==> config.mk <==
export PLATFORM = sky130hd
export DESIGN_NAME = bus_timer
export DESIGN_NICKNAME = d
export VERILOG_FILES = /design/src/rtl/bus_timer.sv
export SDC_FILE = /design/constraint.sdc
export NUM_CORES = 1
export LEC_CHECK = 0
export CELL_PAD_IN_SITES_DETAIL_PLACEMENT = 0
export CELL_PAD_IN_SITES_GLOBAL_PLACEMENT = 1
export CORE_ASPECT_RATIO = 1.5
export CORE_MARGIN = 3
export CORE_UTILIZATION = 41
export CTS_CLUSTER_DIAMETER = 150
export DETAILED_ROUTE_END_ITERATION = 8
export PLACE_DENSITY_LB_ADDON = 0.2
export SKIP_CTS_REPAIR_TIMING = 1
export SYNTH_ARGS = -nofsm -noshare
export SYNTH_HDL_FRONTEND = slang
export SYNTH_SLANG_ARGS = --single-unit
export TNS_END_PERCENT = 30
==> constraint.sdc <==
create_clock -name clk -period 7.3 [get_ports clk]
set_input_delay 2.19 -clock clk [delete_from_list [all_inputs] [get_ports clk]]
set_output_delay 2.19 -clock clk [all_outputs]
set_load 0.02 [all_outputs]
==> src/rtl/bus_timer.sv <==
// Memory-mapped countdown timer on the CPU data bus: CTRL/PRESET/COUNT registers,
// a four-state countdown FSM and one registered interrupt request line.
module bus_timer #(
    parameter logic [31:0] BASE_ADDR = 32'h0000_7F00
) (
    input  logic        clk,
    input  logic        reset,
    input  logic [31:0] addr,
    input  logic        we,
    input  logic [31:0] wdata,
    input  logic [3:0]  byteen,
    output logic        hit,
    output logic [31:0] rdata,
    output logic        irq,
    output logic [1:0]  state_dbg
);

    typedef enum logic [1:0] {
        S_IDLE = 2'd0,
        S_LOAD = 2'd1,
        S_CNT  = 2'd2,
        S_INT  = 2'd3
    } state_t;

    state_t      state_q, state_d;
    logic [3:0]  ctrl_q, ctrl_d;
    logic [31:0] preset_q, preset_d;
    logic [31:0] count_q, count_d;
    logic        irq_flag_q, irq_flag_d;
    logic        irq_q;
    logic        wr_ctrl, wr_preset;
    logic        unused_addr_lsb;

    // Bus handshake: a store is accepted in the single cycle where we & hit is high;
    // the target never stalls and read data is valid in the same cycle as the address.
    assign hit             = (addr[31:4] == BASE_ADDR[31:4]);
    assign wr_ctrl         = we & hit & (addr[3:2] == 2'd0);
    assign wr_preset       = we & hit & (addr[3:2] == 2'd1);
    assign unused_addr_lsb = ^addr[1:0];

    always_comb begin
        rdata = 32'd0;
        if (hit) begin
            case (addr[3:2])
                2'd0:    rdata = {28'd0, ctrl_q};
                2'd1:    rdata = preset_q;
                2'd2:    rdata = count_q;
                default: rdata = 32'd0;
            endcase
        end
    end

    always_comb begin
        state_d    = state_q;
        ctrl_d     = ctrl_q;
        preset_d   = preset_q;
        count_d    = count_q;
        irq_flag_d = irq_flag_q;

        case (state_q)
            S_IDLE: begin
                if (ctrl_q[0]) state_d = S_LOAD;
            end
            S_LOAD: begin
                count_d = preset_q;
                state_d = S_CNT;
            end
            S_CNT: begin
                if (!ctrl_q[0]) begin
                    state_d = S_IDLE;
                end else if (count_q > 32'd1) begin
                    count_d = count_q - 32'd1;
                end else begin
                    count_d    = 32'd0;
                    irq_flag_d = 1'b1;
                    state_d    = S_INT;
                end
            end
            S_INT: begin
                // MODE 01 reloads; the other three encodings stop after one shot.
                if (ctrl_q[2:1] == 2'b01) begin
                    irq_flag_d = 1'b0;
                    state_d    = ctrl_q[0] ? S_LOAD : S_IDLE;
                end else begin
                    ctrl_d[0] = 1'b0;
                    state_d   = S_IDLE;
                end
            end
            default: state_d = S_IDLE;
        endcase

        // Bus writes are applied last so they override the FSM's own updates.
        if (wr_ctrl && byteen[0]) ctrl_d = wdata[3:0];
        if (wr_preset) begin
            for (int i = 0; i < 4; i++) begin
                if (byteen[i]) preset_d[i*8 +: 8] = wdata[i*8 +: 8];
            end
        end
        if (wr_ctrl || wr_preset) irq_flag_d = 1'b0;
    end

    always_ff @(posedge clk or negedge reset) begin
        if (!reset) begin
            state_q    <= S_IDLE;
            ctrl_q     <= 4'd0;
            preset_q   <= 32'd0;
            count_q    <= 32'd0;
            irq_flag_q <= 1'b0;
            irq_q      <= 1'b0;
        end else begin
            state_q    <= state_d;
            ctrl_q     <= ctrl_d;
            preset_q   <= preset_d;
            count_q    <= count_d;
            irq_flag_q <= irq_flag_d;
            irq_q      <= irq_flag_d & ctrl_d[3];
        end
    end

    assign irq       = irq_q;
    assign state_dbg = state_q;

endmodule

==> results_dict.tcl <==
set metrics [dict create \
    status "finished clean" \
    first_pass_iters 5 \
    ys_seq_elements 72 \
    p_per_area_nw_per_um2 160 \
    grt_usage_pct 22.6 \
    place_inst 687 \
    final_cell_mix "clkdlybuf4s50_1, dfrtp_1, nor2_1" \
    post_drt_wl_per_cell_um 19.0 \
    vias 4231 \
    fmax_mhz 148 \
    mostFrequentLayoutCell "clkdlybuf4s50_1" \
    slew-limit-headroom_pct 29.9 \
    die_y_um 134 \
    min_period_over_period_pct 92.8 \
    critical_path_depth 6 \
    cpMaxStageDelayCell "clkdlybuf4s50_1" \
    grt_pass1_vias 4358 \
    cts-root-buf "clkbuf_16" \
    nets 627 \
    initial_core_util_pct 42.0 \
    hold_depth 1 \
    ant_nets 0 \
    critPathMostFrequentCell "clkdlybuf4s50_1" \
    ys_top_cells_by_area "dfrtp_1, mux2_2, a22oi_1" \
    end_kind "primary output" \
    synth_top_area_share_pct 40.5 \
    max_stage_delay_ns 0.63 \
    ys.flop_type "dfrtp_1" \
    register_area_sq_um 1800 \
    synth-edff-count 0 \
    antenna_found_initial 0 \
    p_leak_nw 2.53 \
    finalCriticalPeriod_ns 6.77 \
    num_antenna_cells 0 \
    fp.dieArea_sq_um 12200 \
    rsz0062_at_grt "false" \
    syn_area_sq_um 4450 \
    synth_area_per_cell_sq_um 9.39 \
    grt_overflow 0 \
    fin_tns_setup_ns 0 \
    io_pins 107 \
    path_class "input pin to primary output" \
    ir_worst_vdd_v 0.000120 \
    finalMaxSlewViolations 0 \
    swShare_pct 20.7 \
    drive_above_1_share_pct 13.8 \
    dpl.hpwl_um 9370 \
    synthArstFlopShare_pct 100 \
    worstPathArrival_ns 4.58 \
    core_sq_um 10600 \
    hold_violations 0 \
    cp_num_buf_inv 2 \
    hold_start "ctrl_q[3]" \
    syn_nets 547 \
    fill_cells 1012 \
    clock_sinks 72 \
    die_x_um 91.1 \
    ctsHtreeMaxLevel 3 \
    max_cap_viol_count 0 \
    worst_slew_pin_slew_ns 1.05 \
    grt_max_degree 73 \
    cts_tree "done" \
    ys_types 65 \
    grt_pass1_wl_um 22000 \
    clockBufferDepth 2 \
    cts_made_buffers 9 \
    cellInternalPower_uw 742 \
    worstPathRequired_ns 5.11 \
    setup_viol 0 \
    hp-class "flop to flop" \
    ys_seq_area_share_pct 40.5 \
    ys_warn_count 0 \
    io_buffers 104 \
    critPathTopFamily "simple AND/OR/NAND/NOR gates" \
    rows 46 \
    r2r_start "state_dbg[0]" \
    multi_input_area_sq_um 2430 \
    syn-instance-count 474 \
    worst_r2r_path_depth 6 \
    initialDrtViolationCount 300 \
    cp_max_fo 33 \
    fin_cells 703 \
    crit_path_start_kind "input pin" \
    comb_power_share_pct 6.0 \
    drc 0 \
    finClkSkew_ns 0.00664 \
    path_clk_slew_ns 0.06 \
    finalWirelength_um 13400 \
    synth_area_leader_cell "dfrtp_1" \
    clk_latency_ns 0.34 \
    p_sw_uw 193 \
    syn2layout_area_growth_pct 31.5 \
    vias_per_cell 6.02 \
    pwr-share-seq_pct 42.7 \
    clockPowerShare_pct 51.3 \
    critPathLaunch "addr[8]" \
    routabilityCongestion 0.912 \
    crit_chain "clkdlybuf4s50_1 > nor4bb_1 > nand4_1 > or2_2 > nor2_1 > clkdlybuf4s50_1" \
]
## cell usage after synthesis (4+ instances only)
| library cell | instances |
|---|---|
| a22oi_1 | 37 |
| inv_1 | 8 |
| or4_1 | 6 |
| nand4_1 | 13 |
| o22ai_1 | 6 |
| o31ai_1 | 6 |
| nor2b_1 | 5 |
| clkbuf_1 | 28 |
| or2_2 | 4 |
| a31oi_1 | 4 |
| a22o_1 | 10 |
| buf_2 | 7 |
| a21oi_1 | 10 |
| buf_6 | 4 |
| a31o_1 | 6 |
| or3_1 | 4 |
| nor3_1 | 6 |
| o41ai_1 | 9 |
| mux2_2 | 35 |
| nand3_1 | 13 |
| dfrtp_1 | 72 |
| o221ai_1 | 5 |
| nor4_1 | 16 |
| nand2b_1 | 4 |
| mux2i_1 | 10 |
| nand2_1 | 27 |
| nor2_1 | 59 |
| o21ai_0 | 12 |
## sequential cells by signal (all words and copies together), names as in the netlist
| signal | cells |
|---|---|
| irq | 1 |
| irq_flag_q | 1 |
| state_dbg | 2 |
| count_q | 32 |
| ctrl_q | 4 |
| preset_q | 32 |
## final cells by class
cell class,count,area share (%)
tap,144,3.08
multi-input combinational,351,41.5
inverter,10,0.641
clock buffer,11,4.15
sequential,72,30.8
timing repair buffer,110,18.5
clock inverter,5,1.37
## power by group through the flow
stage	Combinational [mW]	Clock, mW	Sequential (mW)
floorplan	0.00837	0	0.407
global route	0.0613	0.504	0.399
global placement	0.0566	0	0.406
CTS	0.0572	0.488	0.399
detailed placement	0.0570	0	0.406
finish	0.0559	0.480	0.399
## cells by family (layout without fill, tap and decap cells)
| group | Yosys count | in the layout | synth area share (%) |
|---|---|---|---|
| mux | 45 | 45 | 11.1 |
| compound gates | 123 | 123 | 20.7 |
| simple gates | 179 | 179 | 21.5 |
| fa+ha+maj | 2 | 2 | 0.562 |
| buf+inv | 51 | 136 | 5.26 |
| flops | 72 | 72 | 40.5 |
| xor+xnor | 2 | 2 | 0.394 |
## through the flow
stage	hold slack [ns]	utilization [%]	setup slack [ns]	instance area (sq um)	total power, mW
after floorplan	0.470	-	1.36	4450	0.415
after global placement	0.492	52.2	0.623	5530	0.463
after detailed placement	0.502	52.2	0.493	5530	0.463
after CTS	0.510	55.3	0.487	5850	0.944
after global routing	0.541	55.3	0.370	5850	0.964
final	0.507	55.3	0.529	5850	0.935
## routing by layer
metal	wire length, um	GRT usage [%]	share of wire [%]	vias up
li1	-	-	-	1970
met2	7200	41.3	54	145
met3	739	4.41	5.5	30
met4	316	9.48	2.4	0
met5	0	0	0	-
met1	5130	25.4	38	2086
## final timing paths
kind / to / slack (ns)
worst min register to register: irq / 0.51
worst max register to register: count_q[17] / 3.93
worst min-delay path: irq / 0.51
max in group asynchronous: count_q[22] / 4.59
min in group asynchronous: preset_q[29] / 2.06
worst max-delay path: rdata[18] / 0.53
Power figures use the tool's default switching activity.
